--- src/rtl/zone_pixel_stats_if.sv ---
// ---------------------------------------------------------------------------
// zone_pixel_stats_if
// Pixel-stream and per-zone statistics bundle for zone_pixel_stats.
//   iDE       : data enable, high for each active pixel of a line
//   iY        : luma sample (DW bits), meaningful only while iDE=1
//   oZoneMax  : per-zone maximum of the last good line, zone z at [z*DW +: DW]
//   oZoneSum  : per-zone sum of the last good line, zone z at [z*SW +: SW]
//   oValid    : one-cycle pulse when oZoneMax/oZoneSum update
//   oLineErr  : one-cycle pulse when a line ends with the wrong pixel count
// master = pixel source / statistics consumer, slave = the statistics block.
// ---------------------------------------------------------------------------
interface zone_pixel_stats_if #(
    parameter int DW    = 8,
    parameter int NZONE = 24,
    parameter int SW    = 15
);
    logic                  iDE;
    logic [DW-1:0]         iY;
    logic [NZONE*DW-1:0]   oZoneMax;
    logic [NZONE*SW-1:0]   oZoneSum;
    logic                  oValid;
    logic                  oLineErr;

    modport master (
        output iDE, iY,
        input  oZoneMax, oZoneSum, oValid, oLineErr
    );

    modport slave (
        input  iDE, iY,
        output oZoneMax, oZoneSum, oValid, oLineErr
    );
endinterface

--- src/rtl/zone_pixel_stats.sv ---
// ---------------------------------------------------------------------------
// zone_pixel_stats
// Splits each video line into NZONE horizontal zones of ZW pixels and gathers
// the per-zone luma maximum and sum for backlight control. Pixel position is
// self-counted from iDE. A line that ends with exactly NZONE*ZW pixels
// publishes its statistics and pulses oValid; any other length pulses
// oLineErr and leaves the published statistics untouched.
// Ports:
//   iODCK : pixel clock, rising edge
//   iRST  : synchronous active-high reset
//   bus   : zone_pixel_stats_if.slave (iDE, iY in; oZoneMax, oZoneSum,
//           oValid, oLineErr out)
// ---------------------------------------------------------------------------
module zone_pixel_stats #(
    parameter int DW    = 8,
    parameter int NZONE = 24,
    parameter int ZW    = 80
) (
    input  logic               iODCK,
    input  logic               iRST,
    zone_pixel_stats_if.slave  bus
);
    // ZW*(2^DW-1) < 2^(DW+clog2(ZW)), so the sums can never wrap.
    localparam int SW  = DW + $clog2(ZW);
    localparam int ZCW = $clog2(NZONE + 1);
    localparam int PCW = (ZW > 1) ? $clog2(ZW) : 1;

    logic [DW-1:0]        wMax [NZONE];
    logic [SW-1:0]        wSum [NZONE];
    logic [ZCW-1:0]       zc;
    logic [PCW-1:0]       pc;
    logic                 lineLong;
    logic                 deD;
    logic [NZONE*DW-1:0]  zoneMaxR;
    logic [NZONE*SW-1:0]  zoneSumR;
    logic                 validR;
    logic                 lineErrR;

    logic                 lineEnd;
    logic                 lineGood;

    // Falling edge of iDE as seen through the registered copy.
    assign lineEnd  = deD && !bus.iDE;
    assign lineGood = (zc == ZCW'(NZONE)) && (pc == '0) && !lineLong;

    always_ff @(posedge iODCK) begin
        if (iRST) begin
            for (int z = 0; z < NZONE; z++) begin
                wMax[z] <= '0;
                wSum[z] <= '0;
            end
            zc       <= '0;
            pc       <= '0;
            lineLong <= 1'b0;
            deD      <= 1'b0;
            zoneMaxR <= '0;
            zoneSumR <= '0;
            validR   <= 1'b0;
            lineErrR <= 1'b0;
        end else begin
            deD      <= bus.iDE;
            validR   <= 1'b0;
            lineErrR <= 1'b0;

            if (lineEnd) begin
                if (lineGood) begin
                    for (int z = 0; z < NZONE; z++) begin
                        zoneMaxR[z*DW +: DW] <= wMax[z];
                        zoneSumR[z*SW +: SW] <= wSum[z];
                    end
                    validR <= 1'b1;
                end else begin
                    lineErrR <= 1'b1;
                end
                // Working state is cleared whatever the verdict, so the next
                // line always starts from zone 0 with empty accumulators.
                for (int z = 0; z < NZONE; z++) begin
                    wMax[z] <= '0;
                    wSum[z] <= '0;
                end
                zc       <= '0;
                pc       <= '0;
                lineLong <= 1'b0;
            end else if (bus.iDE) begin
                if (zc != ZCW'(NZONE)) begin
                    for (int z = 0; z < NZONE; z++) begin
                        if (zc == ZCW'(z)) begin
                            if (bus.iY > wMax[z]) begin
                                wMax[z] <= bus.iY;
                            end
                            wSum[z] <= wSum[z] + SW'(bus.iY);
                        end
                    end
                    if (pc == PCW'(ZW - 1)) begin
                        pc <= '0;
                        zc <= zc + 1'b1;
                    end else begin
                        pc <= pc + 1'b1;
                    end
                end else begin
                    // Every zone is already full: the line is overlong.
                    lineLong <= 1'b1;
                end
            end
        end
    end

    assign bus.oZoneMax = zoneMaxR;
    assign bus.oZoneSum = zoneSumR;
    assign bus.oValid   = validR;
    assign bus.oLineErr = lineErrR;

endmodule

--- src/flat_wrapper.sv ---
// flat-port wrapper written by rule: the top's interface ports become plain ports
module zone_pixel_stats_flat 
#(
    parameter int DW    = 8,
    parameter int NZONE = 24,
    parameter int ZW    = 80
)
  (iODCK, iRST, bus_iDE, bus_iY, bus_oZoneMax, bus_oZoneSum, bus_oValid, bus_oLineErr);
  zone_pixel_stats_if #(.DW(DW), .NZONE(NZONE), .SW((DW + $clog2(ZW)))) bus_i ();
  input  logic iODCK;
  input  logic iRST;
  input wire logic [$bits(bus_i.iDE)-1:0] bus_iDE;
  input wire logic [$bits(bus_i.iY)-1:0] bus_iY;
  output wire logic [$bits(bus_i.oZoneMax)-1:0] bus_oZoneMax;
  output wire logic [$bits(bus_i.oZoneSum)-1:0] bus_oZoneSum;
  output wire logic [$bits(bus_i.oValid)-1:0] bus_oValid;
  output wire logic [$bits(bus_i.oLineErr)-1:0] bus_oLineErr;
  assign bus_i.iDE = bus_iDE;
  assign bus_i.iY = bus_iY;
  assign bus_oZoneMax = bus_i.oZoneMax;
  assign bus_oZoneSum = bus_i.oZoneSum;
  assign bus_oValid = bus_i.oValid;
  assign bus_oLineErr = bus_i.oLineErr;
  zone_pixel_stats #(.DW(DW), .NZONE(NZONE), .ZW(ZW)) u_core (.iODCK(iODCK), .iRST(iRST), .bus(bus_i));
endmodule
--- config.mk ---
export PLATFORM = sky130hd
export DESIGN_NAME = zone_pixel_stats_flat
export DESIGN_NICKNAME = d
export VERILOG_FILES = /design/src/rtl/zone_pixel_stats_if.sv /design/src/rtl/zone_pixel_stats.sv /design/src/flat_wrapper.sv
export SDC_FILE = /design/constraint.sdc
export NUM_CORES = 2
export LEC_CHECK = 0
export BUFFER_PORTS_ARGS = -buffer_cell sky130_fd_sc_hd__buf_4
export CORE_MARGIN = 2
export CORE_UTILIZATION = 54
export DETAILED_ROUTE_END_ITERATION = 10
export PLACE_DENSITY = 0.77
export SLEW_MARGIN = 20
export SYNTH_ARGS = -nofsm -noshare
export SYNTH_HDL_FRONTEND = slang
export SYNTH_SLANG_ARGS = --single-unit
--- constraint.sdc ---
create_clock -name iODCK -period 2.5 [get_ports iODCK]
set_input_delay 0 -clock iODCK [delete_from_list [all_inputs] [get_ports iODCK]]
set_output_delay 0 -clock iODCK [all_outputs]
set_load 0.03 [all_outputs]
==> results.sh <==
export IMPL_status="complete, no violations"
export IMPL_io_buffers=564
export IMPL_cap_violations=0
export IMPL_cts_tree="done"
export IMPL_synth_edf_count=552
export IMPL_arrival_ns=3.01
export IMPL_clkSinkCount=1120
export IMPL_grt_pass1_vias=44700
export IMPL_final_max_slew_viol_count=0
export IMPL_ant_nets=0
export IMPL_multi_input_area_um2=26100
export IMPL_n_fill_cell=7975
export IMPL_worstMarginPinSlew_ns=1.08
export IMPL_area_delta_synth_final_pct=22.0
export IMPL_fin_crit_sh_pct=98.4
export IMPL_seqCellArea_um2=28000
export IMPL_setup_slack_ns=0.0410
export IMPL_synth_cell_area_um2=56000
export IMPL_post_drt_wl_per_cell_um=20.9
export IMPL_cp_max_fo=9
export IMPL_dp_cells=7897
export IMPL_io_pin_count=565
export IMPL_final_cell_mix="nand2_1 (1293), a21oi_1 (780), buf_4 (685), dfxtp_1 (566), edfxtp_1 (552)"
export IMPL_htreeDepth=3
export IMPL_detailedPlace_worstSlack_ns=0.0188
export IMPL_async_flop_share_pct=0
export IMPL_crit_required_ns=3.05
export IMPL_syn_avg_cell_area_um2=9.29
export IMPL_hold_violations=0
export IMPL_holdWs_ns=0.256
export IMPL_synth_warning_count=0
export IMPL_ys_seq_area_share_pct=49.9
export IMPL_drt_first_pass_iters=8
export IMPL_place_congestion=0.922
export IMPL_instances_no_fill=8175
export IMPL_fin_util_pct=66.2
export IMPL_core_region_area_um2=103000
export IMPL_grt_pass1_wl_um=249000
export IMPL_overflow=0
export IMPL_grt_max_degree=199
export IMPL_dr_first_iter_drc_count=4757
export IMPL_power_leakage_nw=27.6
export IMPL_wl_um=171000
export IMPL_nets=7117
export IMPL_critical_path_max_stage_delay_ns=0.46
export IMPL_hold_class="in2reg"
export IMPL_die_height_um=326
export IMPL_synth_flop_cell="dfxtp_1"
export IMPL_start_util_pct=54.3
export IMPL_synth_nets=6458
export IMPL_drive_above_1_share_pct=16.2
export IMPL_finalSetupViolations=0
export IMPL_vias=47600
export IMPL_clockBufferDepth=3
export IMPL_fin_crit_ns=2.46
export IMPL_root_buffer="clkbuf_16"
export IMPL_clock_skew_ns=0.0339
export IMPL_ir_drop_mv=0.562
export IMPL_path_cells="inv_2 -> ha_4 -> or4b_4 -> nor4_4 -> buf_6 -> nand2_8 -> buf_16 -> clkbuf_16 -> nand2_1 -> a21oi_1"
export IMPL_dieWidth_um=326
export IMPL_cts_buffers=116
export IMPL_crit_family="simple AND/OR/NAND/NOR gates"
export IMPL_grt_antenna_before_repair=4
export IMPL_p_per_area_nw_per_um2=604
export IMPL_drc=0
export IMPL_synth_ff_latch_count=1120
export IMPL_path_class="reg2reg"
export IMPL_final_common_cell="nand2_1"
export IMPL_die_area_um2=106000
export IMPL_crit_buf_inv=4
export IMPL_clk_pin_slew_ns=0.06
export IMPL_dpl_hpwl_um=115000
export IMPL_rows=118
export IMPL_synth_cell_types=61
export IMPL_crit_path_top_delay_cell="or4b_4"
export IMPL_slew_limit_headroom_pct=28.1
export IMPL_crit_path_end_kind="flop"
export IMPL_cp_start_kind="flop"
export IMPL_clock_fmax_mhz=407
export IMPL_synthCells=6032
export IMPL_insertion_delay_ns=0.73
export IMPL_grt_use_total_pct=29.6
export IMPL_drt_vias_per_instance=5.83
==> final timing paths <==
| path | slack [ns] | start | depth (start not counted) | endpoint |
|---|---|---|---|---|
| worst max-delay path | 0.04 | u_core.pc[1]$_SDFFE_PP0P_ | 10 | u_core.bus.oZoneSum[322]$_SDFFE_PP0P_ |
| worst min-delay path | 0.26 | bus_iY[2] | 3 | u_core.wMax[0][170]$_SDFFCE_PP0P_ |
| worst max register to register | 0.04 | u_core.pc[1]$_SDFFE_PP0P_ | 10 | u_core.bus.oZoneSum[322]$_SDFFE_PP0P_ |
| worst min register to register | 0.45 | u_core.bus.oZoneSum[181]$_SDFFE_PP0P_ | 2 | u_core.bus.oZoneSum[181]$_SDFFE_PP0P_ |
==> Yosys cell counts (4+ instances only) <==
cell type  number  area, um^2
a21boi_0       17         128
nand4b_1        5        43.8
o211ai_1       65         488
a211oi_1       19         143
a211o_1         9        78.8
o31ai_1        17         128
o32ai_1         5        43.8
fa_1           24         480
nor2b_1        19         119
nand2b_1      113         707
o221ai_1       21         184
or3_1          52         325
a21o_1         96         721
nand3_1        98         490
edfxtp_1      552       16600
buf_2          32         160
nand2_1      1306        4900
xnor2_1        47         412
a221oi_1       22         193
ha_1          391        4890
and2_1        189        1180
a21oi_1       813        4070
or2_2          18         113
o2111ai_1      21         184
o32a_1          6        60.1
xor2_1        137        1200
mux2i_1        10         100
buf_6          30         338
nor4bb_1        5        50.1
nand4_1        32         200
o211a_1         7        70.1
nor2_1        420        1580
clkbuf_1      186         698
o21a_1         43         323
o21ai_0       142         711
a311o_1        18         180
nor3b_1        16         120
and3_1         52         325
inv_1         305        1140
dfxtp_1       568       11400
and4_1         14         123
nor3_1         42         210
buf_1           4        15.0
a311oi_1       19         166
==> area by class of cell <==
cell class | instances | area share, %
sequential | 1120 | 40.9
multi-input combinational | 4354 | 38.2
timing repair buffer | 794 | 10.8
clock buffer | 187 | 5.56
tap | 1380 | 2.53
inverter | 305 | 1.68
clock inverter | 34 | 0.392
antenna | 1 | 0.00366
==> registers in the layout, indices dropped and copies added, names as in the netlist, 5 cells and up <==
name	count
u_core.bus.oZoneSum	360
u_core.zc	5
u_core.wMax	192
u_core.bus.oZoneMax	192
u_core.pc	7
u_core.wSum	360
==> metrics by stage <==
step	cell area (um^2)	power, W	setup TNS, ns
2_1_floorplan	56300	0.0223	-7.19
4_1_cts	67300	0.0413	-0.0111
3_5_place_dp	63000	0.0234	0
5_1_grt	68400	0.0425	-1.35
6_report	68400	0.0413	0
3_3_place_gp	63000	0.0232	0
==> kinds of logic after synthesis <==
family / count (synthesis) / synth area share [%]
AND/OR/NAND/NOR: 2393 / 19.0
AO/OA/AOI/OAI: 1350 / 14.2
flip-flops: 1120 / 49.9
buffers and inverters: 559 / 4.26
adder cells (fa/ha/maj): 415 / 9.59
XOR/XNOR: 184 / 2.88
multiplexers: 11 / 0.199
==> routing by layer <==
metal	global-route usage, %	vias up	wire [um]
li1	-	22300	-
met3	4.53	409	13800
met4	13.9	4	7900
met1	39.2	22900	69500
met2	47.6	1984	79600
met5	0	-	27
==> worst register-to-register path, cell delays in order, from the launching register on <==
cell	delay (ns)
dfxtp_2	0.34
inv_2	0.07
ha_4	0.13
or4b_4	0.47
nor4_4	0.29
buf_6	0.19
nand2_8	0.14
buf_16	0.28
clkbuf_16	0.26
nand2_1	0.07
a21oi_1	0.06
==> power by group <==
| part | internal [W] | total (W) | switching (W) |
|---|---|---|---|
| Sequential | 0.0196 | 0.0199 | 0.000352 |
| Combinational | 0.00119 | 0.00316 | 0.00197 |
| Clock | 0.0106 | 0.0182 | 0.00753 |
| Total | 0.0314 | 0.0413 | 0.00986 |
==> what timing repair did <==
item	4_1_cts	5_1_grt
hold endpoints to repair	200	0
hold buffers	10	0
endpoints found under the setup margin	7	519
pin swaps	2	6
resized for setup	6	68
gates cloned	2	34
setup buffers	5	6
(Power assumes the default switching activity.)
